### src/rtl/rf_spill_fill_ctrl_pkg.sv
// rtl/rf_spill_fill_ctrl_pkg.sv - shared FSM states, transfer sizing and counter width for the spill/fill controller
package rf_spill_pkg;

  localparam int CNT_W = 32;

  localparam logic [2:0] ST_IDLE      = 3'd0;
  localparam logic [2:0] ST_SPILLING  = 3'd1;
  localparam logic [2:0] ST_FILL_RD   = 3'd2;
  localparam logic [2:0] ST_FILL_LAST = 3'd3;
  localparam logic [2:0] ST_DONE      = 3'd4;

  // One window transfer moves the IN and LOCAL blocks: two blocks of n registers.
  function automatic int words_f(input int n);
    return 2 * n;
  endfunction

endpackage

### src/rtl/rf_spill_fill_ctrl_ram.sv
// rtl/rf_spill_fill_ctrl_ram.sv - single-port window stack RAM, synchronous write, 1-cycle synchronous read
module spill_stack_ram #(
  parameter int DW    = 64,
  parameter int DEPTH = 48,
  parameter int AW    = $clog2(DEPTH)
) (
  input  logic          clk,
  input  logic          we,
  input  logic          re,
  input  logic [AW-1:0] addr,
  input  logic [DW-1:0] wdata,
  output logic [DW-1:0] rdata
);

  logic [DW-1:0] mem [DEPTH];
  logic [DW-1:0] rdata_q;

  // Storage is never reset; read data is held until the next read.
  always_ff @(posedge clk) begin
    if (we) begin
      mem[addr] <= wdata;
    end
    if (re) begin
      rdata_q <= mem[addr];
    end
  end

  assign rdata = rdata_q;

endmodule

### src/rtl/rf_spill_fill_ctrl.sv
// rtl/rf_spill_fill_ctrl.sv - LIFO window spill/fill controller; optional perf counters under RF_SPILL_PERF_CNT_EN
module rf_spill_fill_ctrl
  import rf_spill_pkg::*;
#(
  parameter int NBITS     = 64,
  parameter int N         = 3,
  parameter int F         = 4,
  parameter int STACK_WIN = 8
) (
  input  logic                           CLK,
  input  logic                           RESET,
  input  logic                           SPILL,
  input  logic                           FILL,
  input  logic [NBITS-1:0]               MEM_BUS,
  output logic                           MEM_ACK,
  output logic [NBITS-1:0]               MEM_BUSread,
  output logic                           FILL_VALID,
  output logic                           BUSY,
  output logic                           DONE,
  output logic                           ERR_OVF,
  output logic                           ERR_UNF,
  output logic [$clog2(STACK_WIN+1)-1:0] WIN_CNT,
  output logic [CNT_W-1:0]               SPILL_CNT,
  output logic [CNT_W-1:0]               FILL_CNT
);

  localparam int WORDS = words_f(N);
  localparam int DEPTH = STACK_WIN * WORDS;
  localparam int AW    = $clog2(DEPTH);
  localparam int IW    = $clog2(WORDS);
  localparam int WCW   = $clog2(STACK_WIN + 1);

  // The register file must hold at least two windows for spilling to make sense.
  if (F < 2) begin : g_f_too_small
  end

  logic [2:0]       state_q, state_d;
  logic [IW-1:0]    idx_q, idx_d;
  logic [WCW-1:0]   win_cnt_q, win_cnt_d;
  logic             ovf_q, ovf_d;
  logic             unf_q, unf_d;
  logic             valid_q, valid_d;
  logic             data_ok_q, data_ok_d;
  logic             ram_we, ram_re;
  logic [AW-1:0]    ram_addr;
  logic [NBITS-1:0] ram_rdata;
  logic             full, empty, last_word;

  assign full      = (win_cnt_q == WCW'(STACK_WIN));
  assign empty     = (win_cnt_q == '0);
  assign last_word = (idx_q == IW'(WORDS - 1));

  // Transfer sequencing, stack pointer and sticky error flags.
  always_comb begin
    state_d   = state_q;
    idx_d     = idx_q;
    win_cnt_d = win_cnt_q;
    ovf_d     = ovf_q;
    unf_d     = unf_q;
    ram_we    = 1'b0;
    ram_re    = 1'b0;
    ram_addr  = '0;
    case (state_q)
      ST_IDLE: begin
        idx_d = '0;
        if (SPILL) begin
          state_d = ST_SPILLING;
        end else if (FILL) begin
          state_d = ST_FILL_RD;
        end
      end
      ST_SPILLING: begin
        // A full stack still acks every word so the register file never stalls.
        ram_we   = !full;
        ram_addr = AW'(int'(win_cnt_q) * WORDS + int'(idx_q));
        idx_d    = idx_q + IW'(1);
        if (full) begin
          ovf_d = 1'b1;
        end
        if (last_word) begin
          state_d = ST_DONE;
          idx_d   = '0;
          if (!full) begin
            win_cnt_d = win_cnt_q + WCW'(1);
          end
        end
      end
      ST_FILL_RD: begin
        ram_re   = !empty;
        ram_addr = AW'((int'(win_cnt_q) - 1) * WORDS + int'(idx_q));
        idx_d    = idx_q + IW'(1);
        if (empty) begin
          unf_d = 1'b1;
        end
        if (last_word) begin
          state_d = ST_FILL_LAST;
          idx_d   = '0;
        end
      end
      ST_FILL_LAST: begin
        state_d = ST_DONE;
        if (!empty) begin
          win_cnt_d = win_cnt_q - WCW'(1);
        end
      end
      ST_DONE: begin
        state_d = ST_IDLE;
      end
      default: begin
        state_d = ST_IDLE;
      end
    endcase
  end

  // Fill data qualifiers line up with the RAM's one-cycle read latency.
  always_comb begin
    valid_d   = (state_q == ST_FILL_RD);
    data_ok_d = (state_q == ST_FILL_RD) && !empty;
  end

  // Control state registers.
  always_ff @(posedge CLK or negedge RESET) begin
    if (!RESET) begin
      state_q   <= ST_IDLE;
      idx_q     <= '0;
      win_cnt_q <= '0;
      ovf_q     <= 1'b0;
      unf_q     <= 1'b0;
      valid_q   <= 1'b0;
      data_ok_q <= 1'b0;
    end else begin
      state_q   <= state_d;
      idx_q     <= idx_d;
      win_cnt_q <= win_cnt_d;
      ovf_q     <= ovf_d;
      unf_q     <= unf_d;
      valid_q   <= valid_d;
      data_ok_q <= data_ok_d;
    end
  end

  spill_stack_ram #(
    .DW   (NBITS),
    .DEPTH(DEPTH),
    .AW   (AW)
  ) u_ram (
    .clk  (CLK),
    .we   (ram_we),
    .re   (ram_re),
    .addr (ram_addr),
    .wdata(MEM_BUS),
    .rdata(ram_rdata)
  );

  assign MEM_ACK     = (state_q == ST_SPILLING);
  assign BUSY        = (state_q != ST_IDLE);
  assign DONE        = (state_q == ST_DONE);
  assign FILL_VALID  = valid_q;
  // Underflow fills and idle cycles present zero rather than stale RAM data.
  assign MEM_BUSread = data_ok_q ? ram_rdata : '0;
  assign ERR_OVF     = ovf_q;
  assign ERR_UNF     = unf_q;
  assign WIN_CNT     = win_cnt_q;

`ifdef RF_SPILL_PERF_CNT_EN
  logic [CNT_W-1:0] spill_cnt_q, spill_cnt_d;
  logic [CNT_W-1:0] fill_cnt_q, fill_cnt_d;

  // Saturating completed-transfer counters, visible from the DONE cycle.
  always_comb begin
    spill_cnt_d = spill_cnt_q;
    fill_cnt_d  = fill_cnt_q;
    if (state_q == ST_SPILLING && last_word && spill_cnt_q != '1) begin
      spill_cnt_d = spill_cnt_q + CNT_W'(1);
    end
    if (state_q == ST_FILL_LAST && fill_cnt_q != '1) begin
      fill_cnt_d = fill_cnt_q + CNT_W'(1);
    end
  end

  // Counter registers.
  always_ff @(posedge CLK or negedge RESET) begin
    if (!RESET) begin
      spill_cnt_q <= '0;
      fill_cnt_q  <= '0;
    end else begin
      spill_cnt_q <= spill_cnt_d;
      fill_cnt_q  <= fill_cnt_d;
    end
  end

  assign SPILL_CNT = spill_cnt_q;
  assign FILL_CNT  = fill_cnt_q;
`else
  assign SPILL_CNT = '0;
  assign FILL_CNT  = '0;
`endif

endmodule

### config.mk
export PLATFORM = sky130hd
export DESIGN_NAME = rf_spill_fill_ctrl
export DESIGN_NICKNAME = d
export VERILOG_FILES = /design/src/rtl/rf_spill_fill_ctrl_pkg.sv /design/src/rtl/rf_spill_fill_ctrl_ram.sv /design/src/rtl/rf_spill_fill_ctrl.sv
export SDC_FILE = /design/constraint.sdc
export NUM_CORES = 2
export LEC_CHECK = 0
export ABC_AREA = 1
export BUFFER_PORTS_ARGS = -buffer_cell sky130_fd_sc_hd__buf_2
export CORE_MARGIN = 5
export CORE_UTILIZATION = 39
export DETAILED_ROUTE_END_ITERATION = 6
export PLACE_DENSITY_LB_ADDON = 0.08
export SYNTH_ARGS = -nofsm -noshare
export SYNTH_HDL_FRONTEND = slang
export SYNTH_SLANG_ARGS = --single-unit
### constraint.sdc
create_clock -name CLK -period 9.1 [get_ports CLK]
set_input_delay 0.455 -clock CLK [delete_from_list [all_inputs] [get_ports CLK]]
set_output_delay 0.455 -clock CLK [all_outputs]
set_load 0.05 [all_outputs]
==> results by group <==
Finish
  • Fill cells: 32083
  • NumNets Final: 12462
  • Seq. cell area: 94500 µm²
  • Multi-input logic area: 34800 µm²
  • Most frequent cells in the layout: nand2_1, edfxtp_1, nand3_1
  • Synth-to-Final Area Change: 12.5%
  • Non-Filler Instances: 17194
  • Share of cells above drive strength 1: 7.51%
  • Commonest non-fill, non-tap cell in the layout: nand2_1
  • Fin area: 150000 µm²

STA
  • Final worst path period need: 6950 ps
  • Final setup fails: 0
  • Relative slew slack: 9.27%
  • F_max: 144 MHz
  • Worst Skew: 41.8 ps
  • RSZ-0062 raised after global routing: false
  • Slew Viols, Final: 0
  • Hold Vio Cnt, Final: 0
  • Tcrit/Tclk final: 76.3%
  • Worst-Margin Slew: 1360 ps
  • Setup_tns: 0 ps

Synthesis
  • Syn Area/Cell: 10.7 µm²
  • Mapped Cells: 12400
  • Sequential area share after synthesis: 71.1%
  • Synthesized area: 133000 µm²
  • Synth warn: 0
  • Synth unique cells: 36
  • Flops & latches, synth: 3150

Die
  • Die Y-Extent: 594 µm
  • Die X: 594 µm
  • Initial Utilization: 39.1%
  • Core area: 340000 µm²
  • Die Area: 352000 µm²
  • # rows: 214
  • I/O pins: 206

Global route
  • Met1 usage: 37.5%
  • Number of antenna violations at the first check in global routing: 22
  • Met2 Resource Use GR: 39.7%
  • First-pass GRT wire length: 664000 µm
  • Met3 GRT Util: 4.17%
  • Largest net degree at the start of global routing: 162
  • Busiest layer in global routing: met2
  • GRT Total Usage: 25.6%
  • Congestion Overflow GR: 0
  • Number of global-route vias before repair: 89038

Clocking
  • Resize count post-CTS: 0
  • CTS tree: yes
  • Post-CTS Setup Bufs: 0
  • Clock tree buffer depth: 4
  • Clock-pin slew on the worst setup and hold paths: 60 ps
  • Worst-Skew Late Latency: 950 ps
  • H-tree Lvls: 5
  • Total CTS buffers: 353
  • Root Buffer: clkbuf_16
  • Clock sink count: 3150

Detailed routing
  • WL final: 467000 µm
  • Routed vias: 92402
  • DR iter-0 viols: 10213
  • Via/cell ratio: 5.37
  • Final ANT Viol Nets: 0
  • Drc violations: 2
  • TritonRoute pass-1 iters: 7
  • DR WL/cell: 27.1 µm

Placed design
  • Port bufs: 141
  • Detail Placement HPWL: 253000 µm
  • Instance area after placement: 138000 µm²
  • Dpl cells: 16546
  • GP Congestion: 0.840

Setup path
  • Ordered cell list for the critical path: inv_1, ha_1, xor2_1, ha_1, ha_1, inv_1, fa_1, xnor2_1, xor2_1, xor2_1, o21ai_0, nand3_1, nand2_4, nand3_1, nor2_4, buf_4, buf_4
  • WP data required: 9630 ps
  • Slowest CP cell: buf_4
  • Critical Path Source Type: flip-flop
  • WP data arrival: 7470 ps
  • Slowest Stage Delay on Critical Path: 800 ps
  • Worst Setup Path Type: flip-flop to flip-flop
  • CP Max Fanout: 41
  • Worst setup EP type: flip-flop

Status
  • Failing checks: DRC
  • Outcome: finished, violations left

Worst hold path
  • Worst hold path class: primary input to flip-flop

Job
  • Max-Cap Viols: 0
critical path, delay by kind of cell, from the launching register on:
kind	cells	cell delay, ps
compound gates	1	140
flops	1	540
fa+ha+maj	4	1240
xor+xnor	4	780
simple gates	4	2120
buf+inv	4	1520
layer usage:
layer / part of all wire [%] / vias to the layer above
li1: - / 41849
met1: 45 / 46383
met2: 45 / 3597
met3: 7.6 / 569
met4: 2.7 / 4
met5: 0.0056 / -
final timing paths:
kind                        startpoint                end  slack (ps)  cells after the start
max                         WIN_CNT[1]  u_ram.mem[37][21]        2150                     17
min                        MEM_BUS[51]  u_ram.mem[46][51]          90                      1
max reg2reg                 WIN_CNT[1]  u_ram.mem[37][21]        2150                     17
min reg2reg                    ERR_OVF            ERR_OVF         460                      2
max in group asynchronous        RESET           idx_q[0]        7970                      3
min in group asynchronous        RESET            ERR_OVF         620                      3
cells in the mapped netlist:
master,number,area share [%]
nand2_1,6164,17
edfxtp_1,3136,71
nand3_1,1224,4.6
a21oi_1,521,2.0
clkbuf_1,363,1.0
buf_2,328,1.2
o21ai_1,202,0.76
inv_1,88,0.25
buf_1,86,0.24
buf_4,71,0.40
o21ai_0,65,0.24
nor2_1,55,0.16
ha_1,18,0.17
dfrtp_1,14,0.26
nand4_1,13,0.061
inv_2,10,0.028
xor2_1,8,0.053
fa_1,5,0.075
nand2_2,3,0.014
nand3_2,3,0.023
nor3_1,3,0.011
xnor2_1,3,0.020
a22oi_1,2,0.011
o22ai_1,2,0.0094
or2_2,2,0.0094
a21o_1,1,0.0057
a31oi_2,1,0.0094
buf_6,1,0.0085
conb_1,1,0.0028
nand3b_1,1,0.0057
nor2_2,1,0.0047
o2111ai_1,1,0.0066
o21a_1,1,0.0057
o21ai_2,1,0.0066
o21bai_1,1,0.0057
o32ai_1,1,0.0066
cell type report:
class                      count  area share (%)
sequential                  3150            63.2
multi-input combinational   8366            23.3
clock buffer                 446            6.29
tap                         4536            3.80
timing repair buffer         402            2.08
clock inverter               189            1.07
inverter                      98           0.264
antenna                        7          0.0117
sequential cells by signal, indices dropped and copies added (netlist names):
name         count
FILL_VALID       1
idx_q            3
ERR_OVF          1
ERR_UNF          1
u_ram.rdata     64
state_q          3
WIN_CNT          4
u_ram.mem     3072
data_ok_q        1
per-stage QoR:
stage	util (%)	setup slack, ps	hold WS (ps)
finish	44.0	2150	90.2
floorplan	-	2220	159
global placement	40.8	2290	375
CTS	44.0	2220	15.2
detailed placement	40.8	2270	378
global route	44.0	1920	58.1
cells by family (layout without fill, tap and decap cells):
family,count (synthesis),after routing,share of synthesized area [%]
adder cells (fa/ha/maj),23,23,0.245
flip-flops,3150,3150,71.1
buffers and inverters,947,1135,3.19
XOR/XNOR,11,11,0.0725
AND/OR/NAND/NOR,7469,7469,22.3
AO/OA/AOI/OAI,799,799,3.04
other,1,71,0.00282
timing repair:
action,in CTS,in global routing
hold endpoints to repair,17,0
endpoints found under the setup margin,0,0
hold buffers,5,0
Power is left out: the tool's default activity adds up to more than one toggle a clock period on the data nets, which glitch-free logic cannot reach.
